==> config.mk <==
export PLATFORM = sky130hd
export DESIGN_NAME = clockn_trigger
export DESIGN_NICKNAME = d
export VERILOG_FILES = /design/src/rtl/clockn_trigger.sv
export SDC_FILE = /design/constraint.sdc
export NUM_CORES = 1
export LEC_CHECK = 0
export ABC_AREA = 1
export BUFFER_PORTS_ARGS = -buffer_cell sky130_fd_sc_hd__buf_2
export CAP_MARGIN = 20
export CORE_AREA = 2 2 39 41
export DETAILED_ROUTE_END_ITERATION = 16
export DIE_AREA = 0 0 41 43
export PLACE_DENSITY = 0.57
export SLEW_MARGIN = 10
export SYNTH_ARGS = -nofsm -noshare
export SYNTH_HDL_FRONTEND = slang
export SYNTH_SLANG_ARGS = --single-unit
==> constraint.sdc <==
create_clock -name fastclk -period 1.8 [get_ports fastclk]
set_clock_uncertainty 0.15 [all_clocks]
set_input_delay 0.09 -clock fastclk [delete_from_list [all_inputs] [get_ports fastclk]]
set_output_delay 0.09 -clock fastclk [all_outputs]
set_load 0.05 [all_outputs]
==> src/rtl/clockn_trigger.sv <==
// Divides fastclk into a 50% clock and a programmable-duty clock, re-times a trigger
// onto divided-clock periods and drives the SMA ports. CLOCKN_TRIGGER_SYNC_EN selects 2-flop input sync.
`timescale 1ns/1ps
module clockn_trigger #(
   parameter int unsigned DIV       = 8,
   parameter int unsigned DUTY_HIGH = 2
) (
   input  logic       fastclk,
   input  logic       reset,
   input  logic       trigger,
   input  logic [1:0] Switches,
   output logic       clk_out,
   output logic       clk_out_DC,
   output logic       Clock_sel,
   output logic       Trig_sel,
   output logic       Trig_en,
   output logic       SMA_CLK_PORT,
   output logic       SMA_TRIG_PORT
);

   localparam int unsigned CW = $clog2(DIV);
   localparam logic [CW-1:0] CNT_LAST = CW'(DIV - 1);
   localparam logic [CW-1:0] CNT_HALF = CW'(DIV / 2);
   localparam logic [CW-1:0] CNT_DUTY = CW'(DUTY_HIGH);

   // in_s = {trigger, Switches[1], Switches[0]} after input retiming
   logic [2:0]    in_s;
   logic [CW-1:0] cnt;

   logic          boundary_c;
   logic [CW-1:0] cnt_nxt_c;
   logic          clk_nxt_c;
   logic          dc_nxt_c;
   logic          clock_sel_nxt_c;
   logic          trig_sel_nxt_c;
   logic          trig_en_nxt_c;
   logic          sma_clk_nxt_c;
   logic          sma_trig_nxt_c;

`ifdef CLOCKN_TRIGGER_SYNC_EN
   logic [2:0] in_meta;

   always_ff @(posedge fastclk or negedge reset) begin
      if (!reset) begin
         in_meta <= '0;
         in_s    <= '0;
      end else begin
         in_meta <= {trigger, Switches};
         in_s    <= in_meta;
      end
   end
`else
   always_ff @(posedge fastclk or negedge reset) begin
      if (!reset) begin
         in_s <= '0;
      end else begin
         in_s <= {trigger, Switches};
      end
   end
`endif

   // Next-state of the divider and the boundary-sampled controls
   always_comb begin
      boundary_c      = (cnt == CNT_LAST);
      cnt_nxt_c       = boundary_c ? '0 : cnt + CW'(1);
      clock_sel_nxt_c = Clock_sel;
      trig_sel_nxt_c  = Trig_sel;
      trig_en_nxt_c   = Trig_en;
      sma_trig_nxt_c  = SMA_TRIG_PORT;

      if (boundary_c) begin
         clock_sel_nxt_c = in_s[0];
         trig_sel_nxt_c  = in_s[1];
         trig_en_nxt_c   = in_s[2];
         // single-pulse mode fires only on the period where Trig_en rises
         sma_trig_nxt_c  = in_s[1] ? (in_s[2] & ~Trig_en) : in_s[2];
      end

      clk_nxt_c     = (cnt_nxt_c < CNT_HALF);
      dc_nxt_c      = (cnt_nxt_c < CNT_DUTY);
      sma_clk_nxt_c = clock_sel_nxt_c ? dc_nxt_c : clk_nxt_c;
   end

   always_ff @(posedge fastclk or negedge reset) begin
      if (!reset) begin
         cnt           <= CNT_LAST;
         clk_out       <= 1'b0;
         clk_out_DC    <= 1'b0;
         Clock_sel     <= 1'b0;
         Trig_sel      <= 1'b0;
         Trig_en       <= 1'b0;
         SMA_CLK_PORT  <= 1'b0;
         SMA_TRIG_PORT <= 1'b0;
      end else begin
         cnt           <= cnt_nxt_c;
         clk_out       <= clk_nxt_c;
         clk_out_DC    <= dc_nxt_c;
         Clock_sel     <= clock_sel_nxt_c;
         Trig_sel      <= trig_sel_nxt_c;
         Trig_en       <= trig_en_nxt_c;
         SMA_CLK_PORT  <= sma_clk_nxt_c;
         SMA_TRIG_PORT <= sma_trig_nxt_c;
      end
   end

endmodule

==> flow_metrics.py <==
metrics = {
    "floorplan": {
        "core_mm2": 0.00138,
        "fp.dieW_um": 41,
        "initial_core_util": 0.358,
        "dieArea_mm2": 0.00176,
        "dieHeight_um": 43,
        "pin_count": 12,
        "rows": 14,
    },
    "synth": {
        "ys_top_cells_by_area": "dfrtp_1 51%, dfstp_2 16%, nand2_1 11%",
        "ys_ff_latch": 13,
        "syn_area_per_cell_um2": 11.0,
        "ys_seq_area_frac": 0.664,
        "synth_nets": 52,
        "syn_inst": 45,
        "syn_area_um2": 495,
        "synth_top_area_frac": 0.505,
        "ys_types": 11,
        "ys_warn_count": 0,
        "synth_top_area_cell": "dfrtp_1",
    },
    "detailed_routing": {
        "drt.antenna.violating_nets": 0,
        "drc_errors": 0,
        "met1_length_um": 351,
        "first_pass_iters": 4,
        "top_layer_used": "met4",
        "viasPerCell": 4.10,
        "wl_met3_um": 19,
        "routed_wirelength_um": 809,
        "drt_iter0_drc": 5,
        "avgRoutedWirePerCell_um": 10.1,
        "routed-wl-met2_um": 418,
        "vias": 328,
    },
    "clock_tree": {
        "cts_buffers": 3,
        "cts_tree": "done",
        "clock_latency_ns": 0.27,
        "cts_max_level": 1,
        "hold_buffers": 4,
        "cts.repair.resized": 0,
        "clk_pin_slew_ns": 0.08,
        "cts_setup_buffers": 0,
        "cts.sink_count": 13,
        "clockRootBuffer": "clkbuf_4",
        "max-clock-path-buffers": 2,
    },
    "timing": {
        "drv_slew": 0,
        "tightest_slew_ns": 0.346,
        "rsz0062_at_grt": "no",
        "fin_crit_sh": 0.737,
        "finalSetupViolCount": 0,
        "layout_setup_ws_ns": 0.474,
        "period_needed_ns": 1.33,
        "relSlewSlack": 0.769,
        "tns_ns": 0,
        "hold_viol_final": 0,
        "timing.fmax_ghz": 0.754,
        "whs_ns": 0.0824,
    },
    "final_layout": {
        "final_core_utilization": 0.460,
        "postLayoutCellArea_um2": 637,
        "ff_latch_area_um2": 329,
        "multi_input_area_um2": 116,
        "fillers": 142,
        "fin_nets": 72,
        "syn_to_final_growth_pct": 28.5,
        "layout-drive-gt1-share": 0.359,
        "antenna_cells": 0,
        "layoutNonFillerInstCount": 80,
    },
    "worst_setup_path": {
        "path_common_cell": "nand2_1",
        "cpMaxStageDelayCell": "dfstp_2",
        "worstSetupPathType": "reg2reg",
        "critPathCaptureType": "flip-flop",
        "critPathBufInv": 1,
        "cp.arrival_ns": 1.39,
        "worst-path-max-fanout": 3,
        "start_kind": "flip-flop",
        "worst-r2r-setup-slack_ns": 0.47,
        "cp_top_family": "flip-flops",
        "cpPeakStageDelay_ns": 0.55,
        "crit_chain": "ha_1 -> inv_16 -> nand2_1 -> nand2_1",
        "worstPathRequired_ns": 1.86,
    },
    "grt": {
        "grt_pass1_wl_um": 1370,
        "antenna_found_initial": 0,
        "grt.total_usage": 0.123,
        "grt_max_degree": 14,
        "grt-ovfl-total": 0,
        "grt_pass1_vias": 338,
    },
    "min_path": {
        "hold_path.class": "in2async",
    },
    "placed_design": {
        "placed_area_um2": 571,
        "dp_cells": 72,
        "dpl.hpwl_um": 587,
        "port_buffers": 11,
        "dp_slack_ns": 0.486,
        "gp_congestion": 0.673,
    },
    "power_and_ir_drop": {
        "p_leak_nw": 0.332,
        "p_sw_mw": 0.124,
        "swShare": 0.236,
        "vdd.ir_drop.worst_mv": 0.339,
        "total_power_mw": 0.526,
        "power_density_mw_per_mm2": 826,
        "p_clk_frac": 0.332,
        "internal-power_mw": 0.402,
        "seqPwrFrac": 0.579,
        "pwr-share-comb": 0.089,
    },
    "status": {
        "status": "completed",
    },
    "run": {
        "cap_violations": 0,
    },
}
-- worst paths after layout --
kind,from,end,cells after the start
max,cnt[0],SMA_CLK_PORT,4
min,reset,Trig_sel,2
max reg2reg,cnt[0],SMA_CLK_PORT,4
min reg2reg,in_s[1],Trig_sel,2
max in group asynchronous,reset,cnt[0],2
min in group fastclk,Switches[0],in_s[0],2
-- power groups by stage --
stage | sequential, mW | clock, mW | combinational (mW)
2_1_floorplan | 0.327 | 0 | 0.00721
3_3_place_gp | 0.310 | 0 | 0.0403
3_5_place_dp | 0.311 | 0 | 0.0412
4_1_cts | 0.305 | 0.183 | 0.0478
5_1_grt | 0.306 | 0.197 | 0.0515
6_report | 0.305 | 0.175 | 0.0469
-- sequential cells by signal, summed over array words and instances (netlist names) --
| name | count |
|---|---|
| SMA_TRIG_PORT | 1 |
| Trig_en | 1 |
| Trig_sel | 1 |
| Clock_sel | 1 |
| clk_out | 1 |
| in_s | 3 |
| SMA_CLK_PORT | 1 |
| cnt | 3 |
| clk_out_DC | 1 |
-- per-layer routing --
metal  vias to the layer above  GRT usage
met4                         0      0.120
li1                        168          -
met5                         -          0
met2                         5      0.172
met3                         2     0.0157
met1                       153      0.150
-- logic make-up after synthesis --
logic type / after synthesis / synth area share
flip-flops: 13 / 0.664
AND/OR/NAND/NOR: 21 / 0.184
buffers and inverters: 9 / 0.101
adder cells (fa/ha/maj): 2 / 0.0505
-- synth_stat cells --
master    number
nand2_2        4
inv_1          6
nor2_1         1
clkinv_1       1
dfstp_2        3
nand3_1        2
ha_1           2
nand2_1       14
inv_2          1
inv_16         1
dfrtp_1       10
-- layout by cell type, fill, tap and decap left out --
master / count
dfstp_2: 3
nand2_1: 14
clkinv_1: 1
buf_2: 11
inv_16: 1
dfrtp_1: 10
clkbuf_1: 1
nand3_1: 2
clkbuf_4: 3
ha_1: 2
inv_1: 6
nor2_1: 1
nand2_2: 4
inv_2: 1
dlygate4sd3_1: 4
-- area by class of cell --
type	instances	area share
multi-input cells	23	0.183
inverters	9	0.0786
repair buffers	15	0.149
clock buffers	4	0.0413
well taps	16	0.0314
flip-flops and latches	13	0.517
No activity file was read; power rests on OpenSTA's default activity.
